**src/rtl/ram_pkg.sv**
```systemverilog
// Shared definitions for the burst RAM port master and the 32x4 RAM wrapper.
package ram_pkg;

    localparam int AW    = 5;
    localparam int DW    = 4;
    localparam int DEPTH = 32;

    // Burst engine states: IDLE accepts commands, WRITE fills, READ issues
    // addresses, DRAIN waits for the read pipeline and FIFO to empty.
    typedef enum logic [1:0] {
        IDLE  = 2'd0,
        WRITE = 2'd1,
        READ  = 2'd2,
        DRAIN = 2'd3
    } state_e;

endpackage

```
**src/rtl/rd_skid_fifo.sv**
```systemverilog
// Two-entry FIFO holding read beats (data plus last flag) between the RAM
// read port and the downstream ready/valid stream.
module rd_skid_fifo
    import ram_pkg::*;
#(
    parameter int W = ram_pkg::DW + 1
) (
    input  logic         clk,
    input  logic         rst,
    input  logic         push,
    input  logic [W-1:0] push_data,
    input  logic         pop,
    output logic [W-1:0] head,
    output logic [1:0]   count,
    output logic         not_empty
);

    logic [W-1:0] mem_q [2];
    logic         wr_q;
    logic         rd_q;
    logic [1:0]   count_q;
    logic         do_push;
    logic         do_pop;

    // A push into a full FIFO is only taken when a pop frees a slot the same cycle.
    always_comb begin
        do_pop  = pop && (count_q != 2'd0);
        do_push = push && ((count_q != 2'd2) || do_pop);
    end

    // Storage, pointers and occupancy; simultaneous push and pop keeps count.
    always_ff @(posedge clk) begin
        if (rst) begin
            mem_q[0] <= '0;
            mem_q[1] <= '0;
            wr_q     <= 1'b0;
            rd_q     <= 1'b0;
            count_q  <= 2'd0;
        end else begin
            if (do_push) begin
                mem_q[wr_q] <= push_data;
                wr_q        <= ~wr_q;
            end
            if (do_pop) begin
                rd_q <= ~rd_q;
            end
            case ({do_push, do_pop})
                2'b10:   count_q <= count_q + 2'd1;
                2'b01:   count_q <= count_q - 2'd1;
                default: count_q <= count_q;
            endcase
        end
    end

    assign head      = mem_q[rd_q];
    assign count     = count_q;
    assign not_empty = (count_q != 2'd0);

endmodule

```
**src/rtl/ram_port_master.sv**
```systemverilog
// Burst command engine driving one port of the 32x4 dual-port RAM.
// Write commands fill len+1 consecutive words with one value; read commands
// stream len+1 consecutive words out through a two-entry FIFO with
// ready/valid flow control. Addresses wrap modulo 2^AW.
module ram_port_master #(
    parameter int AW = ram_pkg::AW,
    parameter int DW = ram_pkg::DW
) (
    input  logic          clk1,
    input  logic          rst,
    input  logic          cmd_valid,
    output logic          cmd_ready,
    input  logic          cmd_write,
    input  logic [AW-1:0] cmd_addr,
    input  logic [AW-1:0] cmd_len,
    input  logic [DW-1:0] cmd_data,
    output logic          rd_valid,
    input  logic          rd_ready,
    output logic [DW-1:0] rd_data,
    output logic          rd_last,
    output logic          busy,
    output logic          ram_we,
    output logic [AW-1:0] ram_addr,
    output logic [DW-1:0] ram_di,
    input  logic [DW-1:0] ram_do
);

    import ram_pkg::*;

    state_e        state_q, state_d;
    logic [AW-1:0] addr_q, addr_d;
    // Length and beat counter carry one extra bit so len=31 gives 32 beats.
    logic [AW:0]   len_q, len_d;
    logic [AW:0]   beat_q, beat_d;
    logic [DW-1:0] data_q, data_d;
    // A read issued last cycle: its word is on ram_do now and gets pushed.
    logic          inflight_q, inflight_d;
    logic          last_pend_q, last_pend_d;

    logic [1:0]    fifo_count;
    logic          fifo_not_empty;
    logic [DW:0]   fifo_head;
    logic          pop;
    logic          issue;
    logic          final_beat;

    // Next-state, address/beat advance and read-issue throttling.
    always_comb begin
        pop        = fifo_not_empty && rd_ready;
        final_beat = (beat_q == len_q);
        // Issue only while the FIFO is guaranteed room for the word one cycle later.
        issue      = (state_q == READ) &&
                     (({1'b0, fifo_count} + {2'b00, inflight_q}) < (3'd2 + {2'b00, pop}));

        state_d     = state_q;
        addr_d      = addr_q;
        len_d       = len_q;
        beat_d      = beat_q;
        data_d      = data_q;
        inflight_d  = issue;
        last_pend_d = issue && final_beat;

        case (state_q)
            IDLE: begin
                if (cmd_valid) begin
                    addr_d  = cmd_addr;
                    len_d   = {1'b0, cmd_len};
                    data_d  = cmd_data;
                    beat_d  = '0;
                    state_d = cmd_write ? WRITE : READ;
                end
            end
            WRITE: begin
                addr_d = addr_q + AW'(1);
                beat_d = beat_q + (AW + 1)'(1);
                if (final_beat) begin
                    state_d = IDLE;
                end
            end
            READ: begin
                if (issue) begin
                    addr_d = addr_q + AW'(1);
                    beat_d = beat_q + (AW + 1)'(1);
                    if (final_beat) begin
                        state_d = DRAIN;
                    end
                end
            end
            DRAIN: begin
                if ((fifo_count == 2'd0) && !inflight_q) begin
                    state_d = IDLE;
                end
            end
            default: state_d = IDLE;
        endcase
    end

    // FSM and datapath registers; reset wins over every other input.
    always_ff @(posedge clk1) begin
        if (rst) begin
            state_q     <= IDLE;
            addr_q      <= '0;
            len_q       <= '0;
            beat_q      <= '0;
            data_q      <= '0;
            inflight_q  <= 1'b0;
            last_pend_q <= 1'b0;
        end else begin
            state_q     <= state_d;
            addr_q      <= addr_d;
            len_q       <= len_d;
            beat_q      <= beat_d;
            data_q      <= data_d;
            inflight_q  <= inflight_d;
            last_pend_q <= last_pend_d;
        end
    end

    rd_skid_fifo #(
        .W (DW + 1)
    ) u_fifo (
        .clk       (clk1),
        .rst       (rst),
        .push      (inflight_q),
        .push_data ({ram_do, last_pend_q}),
        .pop       (pop),
        .head      (fifo_head),
        .count     (fifo_count),
        .not_empty (fifo_not_empty)
    );

    // Output decode: all outputs come straight from registers.
    always_comb begin
        cmd_ready = (state_q == IDLE);
        busy      = (state_q != IDLE);
        ram_we    = (state_q == WRITE);
        ram_addr  = addr_q;
        ram_di    = data_q;
        rd_valid  = fifo_not_empty;
        rd_data   = fifo_head[DW:1];
        rd_last   = fifo_head[0];
    end

endmodule
```
**config.mk**
```make
export PLATFORM = sky130hd
export DESIGN_NAME = ram_port_master
export DESIGN_NICKNAME = d
export VERILOG_FILES = /design/src/rtl/ram_pkg.sv /design/src/rtl/rd_skid_fifo.sv /design/src/rtl/ram_port_master.sv
export SDC_FILE = /design/constraint.sdc
export NUM_CORES = 1
export LEC_CHECK = 0
export ABC_CLOCK_PERIOD_IN_PS = 2100
export BUFFER_PORTS_ARGS = -buffer_cell sky130_fd_sc_hd__buf_2
export CAP_MARGIN = 25
export CORE_UTILIZATION = 40
export CTS_CLUSTER_DIAMETER = 120
export DETAILED_ROUTE_END_ITERATION = 7
export GPL_ROUTABILITY_DRIVEN = 0
export PLACE_DENSITY_LB_ADDON = 0.3
export SYNTH_ARGS = -nofsm -noshare
export SYNTH_HDL_FRONTEND = slang
export SYNTH_HIERARCHICAL = 1
export SYNTH_SLANG_ARGS = --single-unit
```
**constraint.sdc**
```tcl
create_clock -name clk1 -period 2.1 [get_ports clk1]
set_input_delay 0.315 -clock clk1 [delete_from_list [all_inputs] [get_ports clk1]]
set_output_delay 0.315 -clock clk1 [all_outputs]
set_load 0.05 [all_outputs]
```
* Word-level counts from Yosys, hierarchy flattened
Memories as Yosys holds them, arrays and structs flattened. A register that Yosys moved wholly into a read port is not among the register bits.
Index checks and enable logic that the tools add are counted.
** Word-level totals
- Register bits after elaboration :: 28
- Memory bits (writable) :: 10
- Bits of input ports :: 23
- Output and inout bits :: 18
- Word-level logic and storage cells :: 74
- Memories :: 1
** Memories
- u_fifo.mem_q :: depth 2, width 5, read ports 1, clocked after Yosys merged registers in 1, write ports 2, line rd_skid_fifo.sv:18 : logic [W-1:0] mem_q [2];
** Cells by class
- Add/subtract/negate cells :: 6
- $lt $le $gt $ge :: 1
- Equality and inequality tests :: 12
- Multiplexer cells :: 24
- Bitwise operators :: 2
- Reduce and logical (&&, ||, !) cells :: 18
** Operator list (number)
- case mux 6 bit (3 select lines) :: 1
- 2-to-1 mux 5 bit :: 3
- case mux 5 bit (3 select lines) :: 1
- 2-to-1 mux 2 bit :: 6
- 2-to-1 mux 6 bit :: 2
- != test 2 bit (second input constant) :: 5
- 2-to-1 mux 1 bit :: 9
- case mux 2 bit (4 select lines) :: 1
- adder 6 x 1 -> 6 bit (second input constant) :: 1
- equality test 2 bit (second input constant) :: 3
- equality test 6 x 5 -> 1 bit :: 1
- logical AND 1 bit :: 6
- nonzero test 2 bit :: 3
- adder 5 x 1 -> 5 bit (second input constant) :: 1
- AND reduction 5 bit :: 1
- OR reduction 5 bit :: 1
- equality test 2 x 1 -> 1 bit (second input constant) :: 2
- zero test 2 bit :: 2
- case mux 2 bit (2 select lines) :: 1
- adder 2 x 1 -> 3 bit :: 1
- adder 2 x 1 -> 3 bit (first input constant) :: 1
- < comparator 3 bit :: 1
- AND reduction 3 bit :: 1
- nonzero test 3 bit :: 1
- other kinds (7) :: 8

* Logic depth before layout (Yosys ltp)
Gate-level depths: netlist (run 1).
- Word-level depth :: 10
- Gate-level depth with buffers :: 9
- Gate-level depth less buffers :: 9

* By module
Netlist (run 1), hierarchy kept.
** Modules (own cells, without submodules)
- ram_port_master :: times used 1, cells each 157, area an instance 1293.7 µm², sequential area each 480.5 µm²
- rd_skid_fifo :: times used 1, cells each 56, area an instance 668.1 µm², sequential area each 400.4 µm²

* Least setup slack after synthesis (run 1)
Ideal clock, no wire load.
- Path kind :: reg2reg
- Start :: register u_fifo.count_q[0] (netlist: u_fifo/count[0])
- End :: register u_fifo.count_q[1] (netlist: u_fifo/count[1])
- Library setup time :: 70 ps
- Arrival time :: 2167 ps
- Data required time :: 2030 ps
- Path slack :: -138 ps
- Stages on the path, launching flop included :: 9
- Buffers on the path :: 0
- Period minus slack after synthesis :: 2238 ps
- Path through :: dfxtp_1 -> or2_2 -> nand2_1 -> inv_1 -> or3b_4 -> nand2_1 -> ha_1 -> or3_1 -> a21oi_1
** On the way
- Word-level cells in the longest chain between the ends :: 7
- Elaborated cells between the ends (all ways) :: 12
- Those cells by class :: add/sub (2); eq/ne (3); mux (1); reduce/logical (6)
** Ends and longest elaborated chain
- start: declaration :: line rd_skid_fifo.sv:21 : logic [1:0] count_q;
- start signal: assignment :: line rd_skid_fifo.sv:48 : 2'b10: count_q <= count_q + 2'd1;
- start signal: assignment :: line rd_skid_fifo.sv:49 : 2'b01: count_q <= count_q - 2'd1;
- start signal: assignment :: line rd_skid_fifo.sv:50 : default: count_q <= count_q;
- nonzero test 2 bit (*) :: line rd_skid_fifo.sv:57 : assign not_empty = (count_q != 2'd0);
- net rd_valid :: line ram_port_master.sv:17 : output logic rd_valid,
- logical AND 1 bit (*) :: line ram_port_master.sv:49 : pop = fifo_not_empty && rd_ready;
- net pop :: line ram_port_master.sv:43 : logic pop;
- logical AND 1 bit (*) :: line rd_skid_fifo.sv:27 : do_pop = pop && (count_q != 2'd0);
- logical OR 1 bit :: line rd_skid_fifo.sv:28 : do_push = push && ((count_q != 2'd2) || do_pop);
- logical AND 1 bit :: line rd_skid_fifo.sv:28
- equality test 2 x 1 -> 1 bit / equality test 2 bit (equally long branches) :: line rd_skid_fifo.sv:47 : case ({do_push, do_pop})
- case mux 2 bit (2 select lines) / nonzero test 2 bit (equally long branches)
The timed path passes the listed nets; every way through them passes the cells marked *.
A chain may end at the register's enable or synchronous reset.

* Worst setup path after layout (run 1)
- Start :: register u_fifo.count_q[0] (netlist: u_fifo/count[0])
- End :: register u_fifo.count_q[1] (netlist: u_fifo/count[1])
** On the way
- Word-level cells in the longest chain between the ends :: 7
- Elaborated cells between the ends (all ways) :: 12
- Those cells by class :: add/sub (2); eq/ne (3); mux (1); reduce/logical (6)
** Ends and longest elaborated chain (line)
- nonzero test 2 bit (*) :: rd_skid_fifo.sv:57
- logical AND 1 bit (*) :: ram_port_master.sv:49
- net pop :: ram_port_master.sv:43
- logical AND 1 bit (*) :: rd_skid_fifo.sv:27
- logical OR 1 bit :: rd_skid_fifo.sv:28
- logical AND 1 bit :: rd_skid_fifo.sv:28
- equality test 2 x 1 -> 1 bit / equality test 2 bit (equally long branches) :: rd_skid_fifo.sv:47
- case mux 2 bit (2 select lines) / nonzero test 2 bit (equally long branches)
Marks and branches as above.

==> summary.md, run 1 <==
| Metric | Value |
|---|---|
| Max-capacitance violation count | 0 |
| Core footprint | 0.00472 mm^2 |
| Pin count of the biggest net entering global routing | 23 |
| Kind of start point of the critical path | register |
| Hold Crit Depth | 3 |
| Minimum period implied by the final worst setup slack | 2.02 ns |
| Most common cell in the synthesized netlist | sky130_fd_sc_hd__nand2_1 |
| Commonest cells in the synthesized netlist | 36 x sky130_fd_sc_hd__nand2_1, 29 x sky130_fd_sc_hd__dfxtp_1, 22 x sky130_fd_sc_hd__nor2_1 |
| Clk buf depth | 2 |
| Syn Area/Cell | about 9.2 um^2 |
| Cell Count, Final, Fillers Out | 330 |
| Share of post-route cells with drive strength above 1 | between 20 and 30% |
| Dominant combinational cell family by area after synthesis | simple AND/OR/NAND/NOR gates |
| DR pass1 iterations | 4 |
| CTS Sinks | 39 |
| Number of standard cells after synthesis | around 210 |
| Synth Area in XOR/XNOR | about 3.6% |
| Synth Net Count | 245 |
| F_max | 495 MHz |
| Element type at the critical path end | register |
| Cell Rows | 25 |
| Reg-to-Reg End | u_fifo/count[1] |
| Classification of the worst-slack hold path | input pin to register |
| Slack of the worst reg-to-reg path | between 0.07 and 0.08 ns |
| Setup crit end | u_fifo/count[1] |
| Height of the chip | 72.0 um |
| Clock-pin slew of the registers on the worst-case setup and hold paths | 0.08 ns |
| Antenna violation net count after detailed routing | 0 |
| Final Skew | about 0.0025 ns |
| Number of clock buffers inserted by TritonCTS | 5 |
| Maximum ir drop on the vdd rail | ~0.67 mV |
| Transition time of the tightest slew-check pin | between 0.3 and 0.4 ns |
| Hold-fix buffers at CTS | 0 |
| IO buf count | 40 |
| Cell types with the largest area share after synthesis | sky130_fd_sc_hd__dfxtp_1 30%, sky130_fd_sc_hd__edfxtp_1 15%, sky130_fd_sc_hd__nand2_1 6.9% |
| Worst rel slew slack | between 70% and 80% |
| Final nets | between 200 and 300 |
| Fraction of the yosys area taken by sequential cells | about 45% |
| H-tree Lvls | 2 |
| Final setup fails | 0 |
| Adder-cell area share of the yosys netlist | between 5 and 6% |
| Simple-gate area share of the yosys netlist | 22.8% |
| Final critical-path share of the clock period | a little over nine tenths |
| EDFF count, synth | 10 |
| Aggregate global-route resource usage | 15.9% |
| Post-Syn Area | 0.00196 mm^2 |
| Critical Path Start | u_fifo/count[0] |
| Status | finished clean |
| Clock Latency Late Sink | roughly 0.29 ns |
| Yosys reg bits | 39 |
| Final hold viol count | 0 |
| Master cell of the clock root buffer | sky130_fd_sc_hd__clkbuf_8 |
| I/O pin count | slightly above 40 |
| Overflow after GRT | 0 |
| Reg-to-reg startpoint | u_fifo/count[0] |
| Via density per instance | a little under 5 |
| Wire per inst | roughly 11 um |
| Share of synthesized area spent on multiplexers | ~5.6% |
| Final Slew Violations | 0 |
| Die area | a little over 0.005 mm^2 |
| DRC | 0 |
| Die X | ~70 um |
| TNS Setup | 0 ns |
| Share of the synthesized area in compound gates (AO/OA/AOI/OAI) | ~14% |
| Area grow syn2layout | 24.4% |
| Largest area contributor in the synthesized netlist | sky130_fd_sc_hd__dfxtp_1 |
| Type of the setup path with the least slack | register to register |
| Depth of the worst register-to-register path | 8 |
| Setup repair after global routing missed its margin | no |
| Yosys top cell area share | just under 30% |
| Wire length of the first global-routing pass | between 6000 and 7000 um |
| Number of global-route vias before repair | 1,557 |
| Number of inserted diodes | 0 |
| Placed instance count | about 320 |
| Vias after detailed routing | roughly 1,600 |
| Most common flop cell mapped by yosys | sky130_fd_sc_hd__dfxtp_1 |
| Antenna violations before repair | 0 |
| Data arrival time of the critical path | around 2.2 ns |
| Proportion of register bits with asynchronous set or reset after synthesis | 0% |
| Total power | between 3 and 4 mW |
| Detailed-placement wirelength estimate | roughly 2800 um |
| Library cells used by synthesis | slightly above 40 |
| Static leakage | between 1 and 1.5 nW |
| Yosys Warn Count | 6 |
| Power density over cell area | roughly 1300 mW/mm^2 |
| Required time of the critical path | 2.32 ns |
| Initial core utilization | between 40% and 50% |
| Layout filler cell count | between 400 and 500 |
| Clock tree from TritonCTS | yes |
| Largest fanout on the critical path | 4 |
| Starting DRC count in detailed routing | 60 |
| Total Routed Length | 3750 um |
## report_power, final
| group | leakage (nW) | total, mW | switching [mW] | internal [mW] |
|---|---|---|---|---|
| Clock | 0.0644 | 0.742 | 0.268 | 0.474 |
| Sequential | 0.341 | 1.00 | 0.0993 | 0.902 |
| Combinational | 0.616 | 1.33 | 0.848 | 0.480 |
| Total | 1.02 | 3.07 | 1.21 | 1.86 |
## worst min-delay path by stage
| stage | slack, ns | startpoint | end |
|---|---|---|---|
| after floorplan | 0.39 | rst | state_q[0] |
| after CTS | 0.24 | cmd_len[3] | len_q[3] |
| after detailed placement | 0.45 | ram_di[3] | ram_di[3] |
| after global routing | 0.25 | cmd_len[3] | len_q[3] |
| final | 0.25 | cmd_len[3] | len_q[3] |
| after global placement | 0.44 | ram_di[2] | ram_di[2] |
## per-stage QoR
stage               setup WS, ns  utilization [%]  instance area, um^2  hold WS, ns
detailed placement        0.0560             48.2                 2280        0.448
floorplan                 0.0151                -                 1960        0.387
finish                    0.0798             51.7                 2440        0.254
global route             0.00186             51.7                 2440        0.250
global placement           0.127             48.2                 2280        0.440
CTS                       0.0272             51.1                 2410        0.245
## flip-flops by register name, summed over array words and instances (netlist names), named ones only
name / count
state_q: 2
u_fifo/rd_q: 1
last_pend_q: 1
u_fifo/count: 2
ram_addr: 5
ram_di: 4
u_fifo/wr_q: 1
beat_q: 6
u_fifo/mem_q: 10
inflight_q: 1
len_q: 5
## final cells by class
| type | count | area (um^2) | share of cell area, % |
|---|---|---|---|
| Clock buffer | 5 | 68.8 | 2.82 |
| Clock inverter | 3 | 67.6 | 2.77 |
| Inverter | 5 | 18.8 | 0.769 |
| Multi-Input combinational cell | 161 | 1040 | 42.7 |
| Sequential cell | 39 | 885 | 36.3 |
| Tap cell | 67 | 83.8 | 3.44 |
| Timing Repair Buffer | 50 | 275 | 11.3 |
## worst max-delay path, cell delays in order, from the launching register on
cell and delay [ns]:
sky130_fd_sc_hd__dfxtp_4 0.35, sky130_fd_sc_hd__or2_4 0.25, sky130_fd_sc_hd__nand2_2 0.08, sky130_fd_sc_hd__inv_1 0.05, sky130_fd_sc_hd__or3b_4 0.40, sky130_fd_sc_hd__nand2_1 0.12, sky130_fd_sc_hd__ha_4 0.22, sky130_fd_sc_hd__or3_1 0.35
sky130_fd_sc_hd__a21oi_1 0.13
## timing repair
item	4_1_cts	5_1_grt
gates resized for setup	0	4
setup endpoints to repair	0	1
setup buffers	0	1
## cells in the final DEF, fill, tap and decap left out, types with 2 or more instances in the layout
cell type / synthesis / final
sky130_fd_sc_hd__buf_2: 1 / 40
sky130_fd_sc_hd__nand2_1: 36 / 35
sky130_fd_sc_hd__dfxtp_1: 29 / 28
sky130_fd_sc_hd__nor2_1: 22 / 22
sky130_fd_sc_hd__a21oi_1: 21 / 21
sky130_fd_sc_hd__buf_4: 0 / 10
sky130_fd_sc_hd__edfxtp_1: 10 / 10
sky130_fd_sc_hd__nand2b_1: 8 / 8
sky130_fd_sc_hd__mux2_2: 8 / 8
sky130_fd_sc_hd__ha_1: 9 / 8
sky130_fd_sc_hd__xnor2_1: 7 / 7
sky130_fd_sc_hd__o21ai_0: 6 / 6
sky130_fd_sc_hd__nand3_1: 6 / 6
sky130_fd_sc_hd__inv_1: 5 / 5
sky130_fd_sc_hd__or3_1: 5 / 5
sky130_fd_sc_hd__clkbuf_8: 0 / 5
sky130_fd_sc_hd__nor2b_1: 3 / 3
sky130_fd_sc_hd__nand2_2: 1 / 2
sky130_fd_sc_hd__o21a_1: 2 / 2
sky130_fd_sc_hd__o22ai_1: 2 / 2
sky130_fd_sc_hd__mux2i_1: 2 / 2
sky130_fd_sc_hd__a311oi_1: 2 / 2
sky130_fd_sc_hd__a22oi_1: 2 / 2
sky130_fd_sc_hd__bufinv_16: 0 / 2
## per-layer routing
| layer | share of wire, % | vias to the layer above | track usage [%] | routed length (um) |
|---|---|---|---|---|
| li1 | - | 838 | - | - |
| met1 | 45 | 755 | 18.1 | 1680 |
| met2 | 50 | 36 | 29.2 | 1870 |
| met3 | 4.0 | 6 | 3.89 | 149 |
| met4 | 1.4 | 0 | 5.23 | 51 |
| met5 | 0 | - | 0 | 0 |
## cells by family after synthesis
kind of cell	after synthesis
mux	10
simple gates	91
buf+inv	13
xor+xnor	8
fa+ha+maj	9
compound gates	43
flops	39
(Power assumes the default switching activity.)
==> run 2: changes to the inputs <==
--- a/config.mk
+++ b/config.mk
@@ -8,6 +8,7 @@
 export ABC_CLOCK_PERIOD_IN_PS = 2100
 export BUFFER_PORTS_ARGS = -buffer_cell sky130_fd_sc_hd__buf_2
 export CAP_MARGIN = 25
+export CORE_MARGIN = 2
 export CORE_UTILIZATION = 40
 export CTS_CLUSTER_DIAMETER = 120
 export DETAILED_ROUTE_END_ITERATION = 7
==> summary.md, run 2 (synthesized netlist as in run 1, its figures left out) <==
| Metric | Value |
|---|---|
| Status | finished clean |
| Post-layout util | between 50% and 60% |
| Clock Latency Late Sink | ~0.29 ns |
| Required time of the critical path | ~2.3 ns |
| Final Slew Violations | 0 |
| Maximum ir drop on the vdd rail | 0.662 mV |
| DR pass1 iterations | 4 |
| Clock tree from TritonCTS | yes |
| Height of the chip | about 74 um |
| TNS Setup | 0 ns |
| Hold-fix buffers at CTS | 0 |
| Die X | between 70 and 80 um |
| IO buf count | 40 |
| PnR worst setup slack | about 0.044 ns |
| Aggregate global-route resource usage | 15.4% |
| Detailed-placement wirelength estimate | 2800 um |
| Reg-to-reg startpoint | u_fifo/count[0] |
| I/O pin count | just over 40 |
| Max FFs per register | 10 |
| Final Skew | between 0.006 and 0.007 ns |
| Number of inserted diodes | 0 |
| H-tree Lvls | 2 |
| Via density per instance | slightly below 5 |
| Antenna violations before repair | 0 |
| CTS Sinks | 39 |
| Initial core utilization | 41.5% |
| Depth of the worst register-to-register path | 8 |
| Clk buf depth | 2 |
| DRC | 0 |
| Largest fanout on the critical path | 5 |
| Largest registers | u_fifo/mem_q x10, beat_q x6 |
| Classification of the worst-slack hold path | input pin to register |
| Data arrival time of the critical path | approximately 2.3 ns |
| Master cell of the clock root buffer | sky130_fd_sc_hd__clkbuf_8 |
| Total Routed Length | approximately 4000 um |
| Element type at the critical path end | register |
| Antenna violation net count after detailed routing | 0 |
| Top library cells by usage in the layout, fill and taps aside | 40 x sky130_fd_sc_hd__buf_2, 35 x sky130_fd_sc_hd__nand2_1, 28 x sky130_fd_sc_hd__dfxtp_1, 22 x sky130_fd_sc_hd__nor2_1, 20 x sky130_fd_sc_hd__a21oi_1 |
| Core footprint | 0.00472 mm^2 |
| Vias after detailed routing | between 1,500 and 2,000 |
| Total power | 3.08 mW |
| Starting DRC count in detailed routing | 52 |
| Final hold viol count | 0 |
| Multi-input combinational cell area | 0.00104 mm^2 |
| Worst slack, placed | between 0.04 and 0.05 ns |
| Cell Rows | 25 |
| Layout filler cell count | about 460 |
| Worst rel slew slack | between 70% and 80% |
| Final nets | between 200 and 300 |
| Transition time of the tightest slew-check pin | between 0.3 and 0.4 ns |
| Area grow syn2layout | 24.2% |
| Wire length of the first global-routing pass | between 6000 and 7000 um |
| Power density over cell area | 1260 mW/mm^2 |
| Wire per inst | ~12 um |
| Clock-pin slew of the registers on the worst-case setup and hold paths | around 0.08 ns |
| Number of clock buffers inserted by TritonCTS | 5 |
| Overflow after GRT | 0 |
| Min-delay src | cmd_data[2] |
| Share of post-route cells with drive strength above 1 | 29.4% |
| Worst hold slack after final layout | approximately 0.25 ns |
| Hold Crit Depth | 3 |
| Pin count of the biggest net entering global routing | 23 |
| Critical Path Start | u_fifo/count[0] |
| Die area | roughly 0.0055 mm^2 |
| Number of global-route vias before repair | approximately 1,500 |
| Static leakage | slightly above 1 nW |
| Kind of start point of the critical path | register |
| F_max | just under 500 MHz |
| Final setup fails | 0 |
| Type of the setup path with the least slack | register to register |
| Most common cell after layout, fill and taps aside | sky130_fd_sc_hd__buf_2 |
| Area taken by flip-flops and latches | 885 um^2 |
| Minimum period implied by the final worst setup slack | around 2.1 ns |
| Final critical-path share of the clock period | 97.9% |
| Max-capacitance violation count | 0 |
| Largest Register | u_fifo/mem_q |
==> run 2: cell count changes in the layout (fill, tap and decap cells not counted) <==
cell                      previous run  this run
sky130_fd_sc_hd__buf_4              10         9
sky130_fd_sc_hd__a21oi_1            21        20
sky130_fd_sc_hd__a21oi_2             1         2
==> run 2: path summary, 6_finish.rpt <==
path,end,slack [ns]
worst min register to register,ram_di[0],0.45
worst max register to register,u_fifo/count[1],0.04
worst max-delay path,u_fifo/count[1],0.04
worst min-delay path,ram_di[2],0.25
==> run 2: where the power goes <==
group	internal, mW	leakage, nW	switching, mW	total [mW]
Clock	0.474	0.0644	0.270	0.744
Sequential	0.902	0.341	0.0996	1.00
Combinational	0.479	0.612	0.852	1.33
==> run 2: per-layer routing <==
layer,GRT usage [%],share of wire (%),up-vias
met3,5.42,4.0,7
met2,27.5,50,23
met1,17.2,45,743
li1,-,-,829
met4,4.85,1.3,0
met5,0,0,-
==> run 2: stage by stage <==
stage | instances | area, um^2
floorplan | 213 | 1960
global placement | 321 | 2280
detailed placement | 321 | 2280
CTS | 329 | 2410
global route | 329 | 2440
finish | 329 | 2440
==> run 2: timing repair <==
item,in CTS,in global routing
buffers inserted,0,0
setup endpoints to repair,0,2
resized for setup,0,5
==> run 2: cell type report <==
type | instances | share of cell area, %
Clock inverter | 3 | 2.77
Multi-Input combinational cell | 161 | 42.9
Sequential cell | 39 | 36.3
Clock buffer | 5 | 2.82
Tap cell | 67 | 3.44
Inverter | 5 | 0.770
Timing Repair Buffer | 49 | 11.0
==> run 2: worst max-delay path: stages (launching register included) <==
cell                      delay (ns)
sky130_fd_sc_hd__dfxtp_4        0.36
sky130_fd_sc_hd__or2_4          0.25
sky130_fd_sc_hd__nand2_1        0.10
sky130_fd_sc_hd__inv_1          0.06
sky130_fd_sc_hd__or3b_4         0.40
sky130_fd_sc_hd__nand2_2        0.10
sky130_fd_sc_hd__ha_4           0.21
sky130_fd_sc_hd__or3_1          0.38
sky130_fd_sc_hd__a21oi_2        0.13
